`src/rtl/npu_queue_bridge.sv`:
```
// CPU<->NPU queue responder: config and input queues toward the NPU,
// output queue back to the CPU, with registered status flags.
module npu_queue_fifo #(
    parameter int W     = 32,
    parameter int DEPTH = 8
) (
    input  logic         iClk,
    input  logic         iRst_n,
    input  logic         iFlush,
    input  logic         iPush,
    input  logic [W-1:0] iPushData,
    input  logic         iPop,
    output logic [W-1:0] oHeadData,
    output logic         oFull,
    output logic         oEmpty,
    output logic         oErr
);
    localparam int PW = $clog2(DEPTH);
    localparam int CW = PW + 1;

    logic [PW-1:0] wr_ptr_q, wr_ptr_d;
    logic [PW-1:0] rd_ptr_q, rd_ptr_d;
    logic [CW-1:0] count_q, count_d;
    logic [W-1:0]  mem_q [DEPTH];
    logic          push_ok, pop_ok;

    // Flags come only from the registered count.
    assign oFull     = (count_q == CW'(DEPTH));
    assign oEmpty    = (count_q == '0);
    assign oHeadData = mem_q[rd_ptr_q];

    always_comb begin
        push_ok  = iPush && !oFull && !iFlush;
        pop_ok   = iPop && !oEmpty && !iFlush;
        oErr     = !iFlush && ((iPush && oFull) || (iPop && oEmpty));
        wr_ptr_d = wr_ptr_q + PW'(push_ok);
        rd_ptr_d = rd_ptr_q + PW'(pop_ok);
        count_d  = count_q + CW'(push_ok) - CW'(pop_ok);
        if (iFlush) begin
            wr_ptr_d = '0;
            rd_ptr_d = '0;
            count_d  = '0;
        end
    end

    always_ff @(posedge iClk or negedge iRst_n) begin
        if (!iRst_n) begin
            wr_ptr_q <= '0;
            rd_ptr_q <= '0;
            count_q  <= '0;
        end else begin
            wr_ptr_q <= wr_ptr_d;
            rd_ptr_q <= rd_ptr_d;
            count_q  <= count_d;
        end
    end

    always_ff @(posedge iClk) begin
        if (push_ok) mem_q[wr_ptr_q] <= iPushData;
    end
endmodule

module npu_queue_bridge #(
    parameter int DATA_WIDTH = 32,
    parameter int CFG_DEPTH  = 8,
    parameter int IN_DEPTH   = 16,
    parameter int OUT_DEPTH  = 16
) (
    input  logic                  iClk,
    input  logic                  iRst_n,
    input  logic                  iFlush,
    input  logic                  iCpuCfgWr,
    input  logic [DATA_WIDTH-1:0] iCpuCfgData,
    input  logic                  iCpuEnq,
    input  logic [DATA_WIDTH-1:0] iCpuEnqData,
    input  logic                  iCpuDeq,
    output logic [DATA_WIDTH-1:0] oCpuDeqData,
    output logic                  oNpuConfigFull,
    output logic                  oNpuInputFull,
    output logic                  oNpuOutputEmpty,
    input  logic                  iNpuCfgRd,
    output logic [DATA_WIDTH-1:0] oNpuCfgData,
    output logic                  oNpuCfgValid,
    input  logic                  iNpuInRd,
    output logic [DATA_WIDTH-1:0] oNpuInData,
    output logic                  oNpuInValid,
    input  logic                  iNpuOutWr,
    input  logic [DATA_WIDTH-1:0] iNpuOutData,
    output logic                  oNpuOutReady,
    output logic                  oProtocolErr
);
    logic cfg_empty, in_empty, out_full;
    logic cfg_err, in_err, out_err;
    logic err_q, err_d;

    npu_queue_fifo #(.W(DATA_WIDTH), .DEPTH(CFG_DEPTH)) u_cfg (
        .iClk(iClk), .iRst_n(iRst_n), .iFlush(iFlush),
        .iPush(iCpuCfgWr), .iPushData(iCpuCfgData),
        .iPop(iNpuCfgRd), .oHeadData(oNpuCfgData),
        .oFull(oNpuConfigFull), .oEmpty(cfg_empty),
        .oErr(cfg_err)
    );

    npu_queue_fifo #(.W(DATA_WIDTH), .DEPTH(IN_DEPTH)) u_in (
        .iClk(iClk), .iRst_n(iRst_n), .iFlush(iFlush),
        .iPush(iCpuEnq), .iPushData(iCpuEnqData),
        .iPop(iNpuInRd), .oHeadData(oNpuInData),
        .oFull(oNpuInputFull), .oEmpty(in_empty),
        .oErr(in_err)
    );

    npu_queue_fifo #(.W(DATA_WIDTH), .DEPTH(OUT_DEPTH)) u_out (
        .iClk(iClk), .iRst_n(iRst_n), .iFlush(iFlush),
        .iPush(iNpuOutWr), .iPushData(iNpuOutData),
        .iPop(iCpuDeq), .oHeadData(oCpuDeqData),
        .oFull(out_full), .oEmpty(oNpuOutputEmpty),
        .oErr(out_err)
    );

    assign oNpuCfgValid = !cfg_empty;
    assign oNpuInValid  = !in_empty;
    assign oNpuOutReady = !out_full;
    assign oProtocolErr = err_q;

    // Sticky until reset; flush does not clear it.
    always_comb begin
        err_d = err_q | cfg_err | in_err | out_err;
    end

    always_ff @(posedge iClk or negedge iRst_n) begin
        if (!iRst_n) err_q <= 1'b0;
        else         err_q <= err_d;
    end
endmodule

```
`config.mk`:
```
export PLATFORM = sky130hd
export DESIGN_NAME = npu_queue_bridge
export DESIGN_NICKNAME = d
export VERILOG_FILES = /design/src/rtl/npu_queue_bridge.sv
export SDC_FILE = /design/constraint.sdc
export NUM_CORES = 1
export LEC_CHECK = 0
export CELL_PAD_IN_SITES_DETAIL_PLACEMENT = 1
export CELL_PAD_IN_SITES_GLOBAL_PLACEMENT = 2
export CORE_UTILIZATION = 44
export CTS_CLUSTER_DIAMETER = 80
export DETAILED_ROUTE_END_ITERATION = 7
export PLACE_DENSITY_LB_ADDON = 0.1
export SYNTH_ARGS = -nofsm -noshare
export SYNTH_HDL_FRONTEND = slang
export SYNTH_SLANG_ARGS = --single-unit
```
`constraint.sdc`:
```
create_clock -name iClk -period 5 [get_ports iClk]
set_clock_uncertainty 0.2 [all_clocks]
set_input_delay 1.25 -clock iClk [delete_from_list [all_inputs] [get_ports iClk]]
set_output_delay 1.25 -clock iClk [all_outputs]
set_load 0.02 [all_outputs]
```
==> flow_metrics.py <==
metrics = {
    "floorplan": {
        "io_pins": 208,
        "rows": 123,
        "start_util": 0.445,
        "dieArea_mm2": 0.115,
        "coreArea_mm2": 0.113,
        "die_h_um": 340,
        "die_w_um": 340,
    },
    "grt": {
        "grtUsageTotal": 0.205,
        "grt_pass1_vias": 25600,
        "grt_max_degree": 79,
        "globalRoute.totalOverflow": 0,
        "grt_pass1_wl_mm": 172,
        "antenna_found_initial": 8,
    },
    "setup_path": {
        "crit_type": "reg -> out",
        "path_max_fanout": 20,
        "cp-end-kind": "primary output",
        "r2r_end": "u_in.count_q[4]",
        "critPathArrivalTime_ns": 3.28,
        "critPathCapture": "oNpuInData[1]",
        "start_kind": "flip-flop",
        "reg2regPathDepth": 14,
        "r2r-start": "u_in.count_q[2]",
        "critical_path_required_ns": 3.55,
        "reg2reg_slack_ns": 1.35,
        "crit_path_start": "u_in.rd_ptr_q[0]",
    },
    "sta": {
        "relSlewSlack": 0.386,
        "tightest_slew_ns": 0.920,
        "hold_ws_ns": 0.312,
        "layout_setup_ws_ns": 0.268,
        "final_hold_viol_count": 0,
        "setup_violations": 0,
        "fin_crit_ns": 4.73,
        "fmax_ghz": 0.211,
        "maxSlewViolCount": 0,
        "fin_crit_sh": 0.946,
        "rsz0062_at_grt": "no",
    },
    "routing": {
        "met2_length_mm": 57.8,
        "top_layer_used": "met5",
        "post-route-drc-count": 0,
        "drt_first_pass_iters": 5,
        "detail_route.wirelength_mm": 116,
        "wl_per_cell_um": 28.1,
        "met3WireLength_mm": 4.67,
        "drtAntennaViolNets": 0,
        "via_count": 23300,
        "drt_iter0_drc": 1725,
        "vias_per_cell": 5.64,
        "wl_met1_mm": 52.0,
    },
    "clock_network": {
        "cts_resized": 0,
        "h-tree-depth": 4,
        "clkTransAtPathRegs_ns": 0.06,
        "cts_tree": "built",
        "root_buffer": "clkbuf_16",
        "cts-hold-fix-buffers": 0,
        "clock_path_buffers": 3,
        "clock_latency_ns": 0.73,
        "cts.sinks": 1317,
        "cts-buffers-inserted": 141,
        "cts_setup_buffers": 2,
    },
    "synth": {
        "synth_area_leaders": "edfxtp_1, mux4_2, a22oi_1",
        "ys_warn_count": 0,
        "syn_area_per_cell_um2": 22.9,
        "synth_area_mm2": 0.0502,
        "ys_types": 38,
        "synth_top_cell_by_area": "edfxtp_1",
        "synth_fa_ha_area_frac": 0.00868,
        "synth_top_family_by_area": "multiplexers",
        "ys_ff_latch": 1317,
        "yosysSeqAreaShare": 0.785,
        "synth.area.mux_share": 0.151,
        "synthSimpleGateAreaFrac": 0.0186,
        "synthCells": 2191,
        "synth_compound_area_frac": 0.0210,
        "synth-xor-area-share": 0.00279,
        "synth_top_area_frac": 0.766,
        "synthesis.nets": 2329,
    },
    "layout": {
        "layout_commonest_cell": "edfxtp_1",
        "nets": 2661,
        "syn2layout_area_growth_pct": 18.5,
        "layout-drive-gt1-share": 0.268,
        "design_area_mm2": 0.0594,
        "layout_common_cells": "edfxtp_1, mux4_2, clkdlybuf4s50_1",
        "fillCellCount": 9631,
    },
    "power_and_ir_drop": {
        "p_sw_w": 0.00605,
        "p_comb_frac": 0.135,
        "p_per_area_mw_per_mm2": 440,
        "p_sw_frac": 0.231,
        "ir_drop_mv": 0.273,
        "intPower_w": 0.0201,
        "seqPwrFrac": 0.477,
        "p_clk_frac": 0.389,
        "cellLeakagePower_nw": 18.5,
    },
    "run_status": {
        "status": "finished clean",
    },
    "placement": {
        "finalWeightedCongestion": 0.738,
        "dp_slack_ns": 0.694,
        "place_hpwl_mm": 64.5,
        "placed_area_mm2": 0.0549,
        "port-buffer-count": 207,
    },
    "run": {
        "cap_violations": 0,
    },
    "worst_hold_path": {
        "min_path_type": "reg -> reg",
    },
}
-- sequential cells by signal, indices dropped and copies added, names as in the netlist --
signal and cells:
oProtocolErr 1, u_cfg.count_q 4, u_cfg.mem_q 256, u_cfg.rd_ptr_q 3, u_cfg.wr_ptr_q 3, u_in.count_q 5
u_in.mem_q 512, u_in.rd_ptr_q 4, u_in.wr_ptr_q 4, u_out.count_q 5, u_out.mem_q 512, u_out.rd_ptr_q 4
u_out.wr_ptr_q 4
-- area by class of cell --
class / instances / area, µm² / area share
timing repair buffer: 302 / 3120 / 0.0525
tap: 1500 / 1880 / 0.0316
clock buffer: 179 / 3850 / 0.0648
antenna: 1 / 2.50 / 0.0000421
clock inverter: 77 / 674 / 0.0113
inverter: 23 / 86.3 / 0.00145
sequential: 1317 / 39400 / 0.663
multi-input combinational: 738 / 10400 / 0.176
-- worst min-delay path by stage --
stage / from / slack, ns / cells past startpoint / endpoint
floorplan: u_out.wr_ptr_q[3] / 0.35 / 2 / u_out.wr_ptr_q[3]
global placement: oProtocolErr / 0.26 / 1 / oProtocolErr
detailed placement: oProtocolErr / 0.31 / 1 / oProtocolErr
CTS: oProtocolErr / 0.33 / 1 / oProtocolErr
global route: oProtocolErr / 0.35 / 1 / oProtocolErr
finish: oProtocolErr / 0.31 / 1 / oProtocolErr
-- power by group through the flow --
stage	Sequential, W	Combinational (W)	Clock [W]
after CTS	0.0125	0.00361	0.0104
after detailed placement	0.0127	0.00354	0
after floorplan	0.0126	0.00234	0
after global placement	0.0127	0.00347	0
final	0.0125	0.00352	0.0102
after global routing	0.0125	0.00380	0.0108
-- synthesized netlist by cell type --
cell / instances
a21o_1: 3
a21oi_1: 6
a22o_1: 1
a22oi_1: 128
and2_1: 2
and3b_1: 2
and4bb_2: 1
buf_1: 20
buf_2: 17
buf_4: 25
buf_6: 3
clkbuf_1: 47
clkbuf_2: 1
dfrtp_1: 37
edfxtp_1: 1280
fa_1: 3
ha_1: 30
inv_1: 23
mux2_2: 32
mux2i_1: 2
mux4_2: 320
nand2_1: 71
nand2b_1: 9
nand3_1: 7
nand3b_1: 3
nand4_1: 1
nor2_1: 39
nor2b_1: 24
nor3_1: 20
nor3b_1: 5
nor3b_2: 1
nor4_1: 4
o21bai_1: 3
o22ai_1: 1
or2_2: 2
or3b_2: 2
xnor2_1: 10
xor2_1: 6
-- metal layers --
| layer | track usage | vias up |
|---|---|---|
| met3 | 0.0372 | 160 |
| met2 | 0.335 | 474 |
| met5 | 0 | - |
| li1 | - | 9909 |
| met4 | 0.0513 | 14 |
| met1 | 0.286 | 12800 |
-- cells by family (layout without fill, tap and decap cells) --
group | after synthesis | in the layout
AOI/OAI and AO/OA | 142 | 142
xor gates and xnor gates | 16 | 16
adders and majority gates | 33 | 33
buffers and inverters | 136 | 581
DFF | 1317 | 1317
muxes | 354 | 354
other | 0 | 1
and+or+nand+nor | 193 | 193
-- critical path, cell delays in order, from the launching register on --
cell and delay [ns]:
dfrtp_4 0.64, buf_12 0.26, mux4_2 0.52, a22oi_1 0.28, nand2_1 0.23, clkdlybuf4s50_1 0.59
-- metrics by stage --
step / TNS (ns) / total power (W) / cells / utilization
6_report: 0 / 0.0262 / 4137 / 0.527
5_1_grt: 0 / 0.0271 / 4137 / 0.527
4_1_cts: 0 / 0.0265 / 4136 / 0.527
3_5_place_dp: 0 / 0.0163 / 3878 / 0.486
3_3_place_gp: 0 / 0.0162 / 3878 / 0.486
2_1_floorplan: -69.60 / 0.0150 / 2191 / -
Power figures use the tool's default switching activity.
